### src/rtl/matrix_mem_ctrl_if.sv
// rtl/matrix_mem_ctrl_if.sv - request/response bundle for the matrix memory
// Purpose: groups the request/ready handshake and read/status returns.
// Ports (master = requester, slave = memory):
//   req, we, addr, wdata, wmask, clear : requester -> memory
//   ready, rdata, rvalid, err, busy    : memory -> requester
interface matrix_mem_ctrl_if #(
    parameter int DATA_W = 256,
    parameter int LANE_W = 16,
    parameter int ADDR_W = 4
);
    logic                     req;
    logic                     we;
    logic [ADDR_W-1:0]        addr;
    logic [DATA_W-1:0]        wdata;
    logic [DATA_W/LANE_W-1:0] wmask;
    logic                     clear;
    logic                     ready;
    logic [DATA_W-1:0]        rdata;
    logic                     rvalid;
    logic                     err;
    logic                     busy;

    modport master (
        output req, we, addr, wdata, wmask, clear,
        input  ready, rdata, rvalid, err, busy
    );

    modport slave (
        input  req, we, addr, wdata, wmask, clear,
        output ready, rdata, rvalid, err, busy
    );
endinterface

### src/rtl/matrix_mem_ctrl.sv
// rtl/matrix_mem_ctrl.sv - single-port matrix memory with lane masks and clear sweep
// Purpose: DEPTH words of DATA_W bits, lane-masked writes, READ_LAT-deep read
// pipeline, zero-fill sweep on reset exit and on clear.
// Ports:
//   clk   : clock, rising edge
//   Reset : asynchronous, active-high
//   bus   : matrix_mem_ctrl_if slave (req/we/addr/wdata/wmask/clear in,
//           ready/rdata/rvalid/err/busy out)
module matrix_mem_ctrl #(
    parameter int DATA_W   = 256,
    parameter int LANE_W   = 16,
    parameter int DEPTH    = 8,
    parameter int ADDR_W   = 4,
    parameter int READ_LAT = 1
) (
    input logic              clk,
    input logic              Reset,
    matrix_mem_ctrl_if.slave bus
);
    localparam int LANES = DATA_W / LANE_W;
    localparam int IDX_W = (DEPTH > 1) ? $clog2(DEPTH) : 1;

    localparam logic [0:0] ST_SWEEP = 1'b0;
    localparam logic [0:0] ST_IDLE  = 1'b1;

    localparam logic [ADDR_W:0]   DEPTH_X  = (ADDR_W+1)'(DEPTH);
    localparam logic [ADDR_W-1:0] LAST_PTR = ADDR_W'(DEPTH - 1);

    logic [0:0]        state;
    logic [ADDR_W-1:0] sweepPtr;
    logic [DATA_W-1:0] mem [DEPTH];

    logic              inRange;
    logic              acceptClear;
    logic              acceptOp;
    logic              acceptWrite;
    logic              acceptRead;
    logic [IDX_W-1:0]  opIdx;
    logic [IDX_W-1:0]  sweepIdx;
    logic [DATA_W-1:0] readWord;

    logic [READ_LAT-1:0] validPipe;
    logic [DATA_W-1:0]   dataPipe [READ_LAT];
    logic                errQ;

    // clear wins over req in the same cycle; the req is simply dropped
    always_comb begin
        inRange     = {1'b0, bus.addr} < DEPTH_X;
        acceptClear = (state == ST_IDLE) && bus.clear;
        acceptOp    = (state == ST_IDLE) && bus.req && !bus.clear;
        acceptWrite = acceptOp && bus.we && inRange;
        acceptRead  = acceptOp && !bus.we;
        opIdx       = bus.addr[IDX_W-1:0];
        sweepIdx    = sweepPtr[IDX_W-1:0];
        // out-of-range reads return zero rather than an aliased word
        readWord    = inRange ? mem[opIdx] : '0;
    end

    always_ff @(posedge clk or posedge Reset) begin
        if (Reset) begin
            state    <= ST_SWEEP;
            sweepPtr <= '0;
        end else if (state == ST_SWEEP) begin
            if (sweepPtr == LAST_PTR) begin
                state    <= ST_IDLE;
                sweepPtr <= '0;
            end else begin
                sweepPtr <= sweepPtr + 1'b1;
            end
        end else if (acceptClear) begin
            state <= ST_SWEEP;
        end
    end

    // Array has no reset: the sweep that follows reset zero-fills it.
    // Requests are only accepted in IDLE, so sweep and user writes never collide.
    always_ff @(posedge clk) begin
        if (state == ST_SWEEP) begin
            mem[sweepIdx] <= '0;
        end else if (acceptWrite) begin
            for (int i = 0; i < LANES; i++) begin
                if (bus.wmask[i]) begin
                    mem[opIdx][i*LANE_W +: LANE_W] <= bus.wdata[i*LANE_W +: LANE_W];
                end
            end
        end
    end

    // Data stages only load behind a valid, so the last stage holds the most
    // recent result while rvalid is low.
    always_ff @(posedge clk or posedge Reset) begin
        if (Reset) begin
            validPipe <= '0;
            for (int i = 0; i < READ_LAT; i++) begin
                dataPipe[i] <= '0;
            end
            errQ <= 1'b0;
        end else begin
            validPipe[0] <= acceptRead;
            if (acceptRead) begin
                dataPipe[0] <= readWord;
            end
            for (int i = 1; i < READ_LAT; i++) begin
                validPipe[i] <= validPipe[i-1];
                if (validPipe[i-1]) begin
                    dataPipe[i] <= dataPipe[i-1];
                end
            end
            errQ <= acceptOp && !inRange;
        end
    end

    assign bus.ready  = (state == ST_IDLE);
    assign bus.busy   = (state == ST_SWEEP);
    assign bus.rvalid = validPipe[READ_LAT-1];
    assign bus.rdata  = dataPipe[READ_LAT-1];
    assign bus.err    = errQ;
endmodule

### src/flat_wrapper.sv
// flat-port wrapper written by rule: the top's interface ports become plain ports
module matrix_mem_ctrl_flat 
#(
    parameter int DATA_W   = 256,
    parameter int LANE_W   = 16,
    parameter int DEPTH    = 8,
    parameter int ADDR_W   = 4,
    parameter int READ_LAT = 1
)
  (clk, Reset, bus_req, bus_we, bus_addr, bus_wdata, bus_wmask, bus_clear, bus_ready, bus_rdata, bus_rvalid, bus_err, bus_busy);
  matrix_mem_ctrl_if #(.DATA_W(DATA_W), .LANE_W(LANE_W), .ADDR_W(ADDR_W)) bus_i ();
  input logic clk;
  input logic Reset;
  input wire logic [$bits(bus_i.req)-1:0] bus_req;
  input wire logic [$bits(bus_i.we)-1:0] bus_we;
  input wire logic [$bits(bus_i.addr)-1:0] bus_addr;
  input wire logic [$bits(bus_i.wdata)-1:0] bus_wdata;
  input wire logic [$bits(bus_i.wmask)-1:0] bus_wmask;
  input wire logic [$bits(bus_i.clear)-1:0] bus_clear;
  output wire logic [$bits(bus_i.ready)-1:0] bus_ready;
  output wire logic [$bits(bus_i.rdata)-1:0] bus_rdata;
  output wire logic [$bits(bus_i.rvalid)-1:0] bus_rvalid;
  output wire logic [$bits(bus_i.err)-1:0] bus_err;
  output wire logic [$bits(bus_i.busy)-1:0] bus_busy;
  assign bus_i.req = bus_req;
  assign bus_i.we = bus_we;
  assign bus_i.addr = bus_addr;
  assign bus_i.wdata = bus_wdata;
  assign bus_i.wmask = bus_wmask;
  assign bus_i.clear = bus_clear;
  assign bus_ready = bus_i.ready;
  assign bus_rdata = bus_i.rdata;
  assign bus_rvalid = bus_i.rvalid;
  assign bus_err = bus_i.err;
  assign bus_busy = bus_i.busy;
  matrix_mem_ctrl #(.DATA_W(DATA_W), .LANE_W(LANE_W), .DEPTH(DEPTH), .ADDR_W(ADDR_W), .READ_LAT(READ_LAT)) u_core (.clk(clk), .Reset(Reset), .bus(bus_i));
endmodule
### config.mk
export PLATFORM = sky130hd
export DESIGN_NAME = matrix_mem_ctrl_flat
export DESIGN_NICKNAME = d
export VERILOG_FILES = /design/src/rtl/matrix_mem_ctrl_if.sv /design/src/rtl/matrix_mem_ctrl.sv /design/src/flat_wrapper.sv
export SDC_FILE = /design/constraint.sdc
export NUM_CORES = 2
export LEC_CHECK = 0
export CORE_UTILIZATION = 40
export DETAILED_ROUTE_END_ITERATION = 10
export PLACE_DENSITY = 0.67
export SYNTH_ARGS = -nofsm -noshare
export SYNTH_HDL_FRONTEND = slang
export SYNTH_SLANG_ARGS = --single-unit
### constraint.sdc
create_clock -name clk -period 10.29 [get_ports clk]
set_input_delay 1.5435 -clock clk [delete_from_list [all_inputs] [get_ports clk]]
set_output_delay 1.5435 -clock clk [all_outputs]
set_load 0.005 [all_outputs]
==> metrics.csv <==
stage;metric;value;unit
worst_setup_path;CP Max Fanout;16;
worst_setup_path;Worst Setup SP;bus_clear;
detailed_routing;M1 WL;90900;um
worst_setup_path;CP Launch Type;input pin;
synthesis;Avg Cell Area, Syn;20.1;sq um
global_routing;largest net degree at the start of global routing;164;
clocking;Hold-fix buffers, CTS;0;
die;Die Ht;474;um
place;DP Area;98400;sq um
worst_setup_path;CP max-delay cell;o22ai_4;
synthesis;leading area contributor after synthesis;edfxtp_1;
detailed_routing;Vias;44300;
timing;Final Skew;0.0425;ns
timing;Tmin final;4.37;ns
worst_setup_path;FF-to-FF Start;u_core.bus.ready$_DFF_PP0_;
power_and_ir_drop;clock power share;31.8;%
synthesis;Mapped Cells;4440;
detailed_routing;total wire length;225000;um
power_and_ir_drop;share of total power in sequential cells;50.1;%
timing;Final Worst Setup Slack;5.92;ns
place;Place WS;4.96;ns
clocking;post-CTS setup buffers;0;
power_and_ir_drop;switching power;7.33;mW
outcome;status;finished, final reports clean;
global_routing;total grt overflow;0;
timing;relative slew slack;23.7;%
synthesis;mapped cell area;89100;sq um
finish;commonest non-fill, non-tap cells in the layout;edfxtp_1 (2,048), clkdlybuf4s50_1 (537), mux4_2 (512);
synthesis;share of the synthesized area in the top cell type;69.0;%
power_and_ir_drop;maximum VDD drop;0.179;mV
detailed_routing;top sig layer;met5;
worst_setup_path;Critical Path End Type;flip-flop;
synthesis;syn nets;4722;
detailed_routing;Post-route DRC;0;
job;MaxCap Viol Count;0;
synthesis;Yosys reg bits;2311;
place;Cells after DPL;7844;
clocking;clock root buffer;clkbuf_16;
clocking;TritonCTS clock tree;done;
finish;commonest non-fill, non-tap cell in the layout;edfxtp_1;
synthesis;ys flop type;edfxtp_1;
worst_setup_path;Worst path depth;7;
clocking;clock tree buffer depth;3;
worst_setup_path;Reg2Reg Depth;7;
worst_setup_path;Max stage delay on crit path;0.84;ns
finish;area delta synth->final;19.6;%
timing;final hold violation count;0;
worst_setup_path;Worst Path Required;10.83;ns
worst_setup_path;Crit path top cell by count;buf_4;
global_routing;number of global-route vias before repair;45700;
finish;Non-Filler Instances;8295;
worst_setup_path;crit path capture;u_core.mem[4][140]$_DFFE_PP_;
detailed_routing;met3 routed WL;17600;um
detailed_routing;DR vias/cell;5.34;
die;number of cell rows;172;
power_and_ir_drop;internal power;20.3;mW
global_routing;antenna violations before repair;44;
timing;Setup TNS;0;ns
clocking;clk slew on worst S/H paths;0.07;ns
clocking;PostCTS Resize Cnt;0;
worst_setup_path;Reg2Reg Setup Slack;6.41;ns
finish;final instance area;107000;sq um
die;Die Wd;474;um
timing;Slew Limit Fails;0;
power_and_ir_drop;static leakage;36.9;nW
worst_hold_path;hold crit path type;flip-flop to flip-flop;
clocking;Num CTS Buffers;232;
place;Post-DP HPWL;138000;um
timing;RSZ-0062 raised after global routing;false;
synthesis;Synth Warn #;0;
detailed_routing;Antenna Nets Post-Route;0;
synthesis;Seq/Total Area, Yosys;76.4;%
power_and_ir_drop;switching fraction of total power;26.5;%
clocking;clk_lat worst skew;0.87;ns
synthesis;synth top area cells;edfxtp_1 (69%), mux4_2 (13%), dfrtp_1 (7.4%), mux2i_1 (2.9%), and2_1 (1.8%);
global_routing;first-pass GRT wire length;324000;um
clocking;# H-tree levels;4;
worst_setup_path;WP buf/inv;3;
clocking;clk sinks;2311;
detailed_routing;DR iter-0 viols;4050;
synthesis;Cell variety after synth;47;
worst_setup_path;CP top delay family;simple AND/OR/NAND/NOR gates;
power_and_ir_drop;Comb power frac;18.0;%
worst_setup_path;Worst EP arrival;4.91;ns
worst_setup_path;CP Class;input pin to flip-flop;
detailed_routing;met2 wire length;111000;um
timing;worst slew pin tran;1.14;ns
synthesis;Synth async-reset ratio;11.4;%
detailed_routing;DRT Pass-1 Iters;5;
place;Port-buffer cells;540;
die;die area;225000;sq um
die;Starting Density;40.4;%
place;Placer Congestion;0.742;
timing;fin crit share;42.4;%
timing;Final setup viols;0;
finish;fin nets;5402;
synthesis;EDFF count, synth;2048;
finish;share of layout cells above drive strength 1;20.9;%
power_and_ir_drop;pwr dens;259;nW/um^2
detailed_routing;Avg WL per Cell;27.1;um
worst_setup_path;CP Cell Sequence;clkdlybuf4s50_1 > nand3b_2 > o22ai_4 > buf_4 > nand2_1 > nor2_1 > buf_4;
timing;Peak Freq;229;MHz
global_routing;total routing usage reported by global routing;20.0;%
worst_setup_path;worst r2r dst;u_core.mem[4][140]$_DFFE_PP_;
die;num ports;541;
die;Core Footprint;221000;sq um
worst_hold_path;start point of the worst hold path;u_core.bus.rdata[38]$_DFFE_PP0P_;
## cell usage after synthesis (all sizes together), types with 2 or more instances
cell type	number
a211o	2
and2	258
buf	158
clkbuf	109
dfrtp	263
edfxtp	2048
inv	5
mux2	3
mux2i	261
mux4	512
nand2	373
nand2b	21
nor2	116
nor2b	19
nor3	4
nor4	4
o21ai	259
o22ai	5
o311ai	2
o32ai	2
or2	2
## final cells by class
cell class	count	area [sq um]
inverter	5	26.3
clock inverter	123	1570
multi-input combinational	1857	19800
antenna	9	22.5
tap	2958	3700
clock buffer	319	6550
sequential	2311	68100
fill	17900	114000
timing repair buffer	713	6790
## power by group through the flow
stage / clock, mW / sequential [mW] / combinational, mW
5_1_grt: 9.30 / 14.1 / 5.32
3_5_place_dp: 0 / 14.0 / 5.10
4_1_cts: 8.94 / 13.9 / 5.12
3_3_place_gp: 0 / 13.9 / 5.06
6_report: 8.79 / 13.8 / 4.98
2_1_floorplan: 0 / 13.7 / 2.53
## metrics by stage
| step | power (mW) | hold slack, ns | utilization, % |
|---|---|---|---|
| 3_3_place_gp | 18.9 | 0.465 | 44.6 |
| 4_1_cts | 27.9 | 0.488 | 48.3 |
| 5_1_grt | 28.7 | 0.506 | 48.3 |
| 2_1_floorplan | 16.2 | 0.473 | - |
| 3_5_place_dp | 19.1 | 0.474 | 44.6 |
| 6_report | 27.6 | 0.482 | 48.3 |
## registers in the layout (all words and copies together) (netlist names)
signal,count
u_core.bus.err,1
u_core.bus.rdata,256
u_core.bus.ready,1
u_core.bus.rvalid,1
u_core.mem,2048
u_core.sweepPtr,4
## worst min-delay path by stage
stage	end	slack (ns)	depth (start not counted)
2_1_floorplan	u_core.bus.rdata[131]$_DFFE_PP0P_	0.47	2
3_3_place_gp	u_core.bus.rdata[12]$_DFFE_PP0P_	0.47	2
3_5_place_dp	u_core.bus.rdata[23]$_DFFE_PP0P_	0.47	2
4_1_cts	u_core.bus.rdata[23]$_DFFE_PP0P_	0.49	2
5_1_grt	u_core.bus.rdata[32]$_DFFE_PP0P_	0.51	2
6_report	u_core.bus.rdata[38]$_DFFE_PP0P_	0.48	2
## cell families (layout without fill, tap and decap cells)
logic type,Yosys count,count (layout),share of synthesized area [%]
adders and majority gates,1,1,0.0140
other,0,9,0
muxes,776,776,15.9
AOI/OAI and AO/OA,275,275,1.67
DFF,2311,2311,76.4
and+or+nand+nor,804,804,4.37
buffers and inverters,272,1160,1.56
xor gates and xnor gates,1,1,0.00983
## metal layers
layer | GRT usage [%] | vias to the layer above
li1 | - | 19000
met1 | 26.4 | 23400
met2 | 32.9 | 1562
met3 | 5.11 | 347
met4 | 5.29 | 54
met5 | 0 | -
## worst reg2reg max path, stage by stage, from the launching register on
cell,delay (ns)
dfrtp_2,0.34
buf_4,0.36
nand3b_2,0.65
o22ai_4,0.87
buf_4,0.28
nand2_1,0.06
nor2_1,0.62
buf_4,0.37
Note: power is estimated with default switching activity, not from simulation.
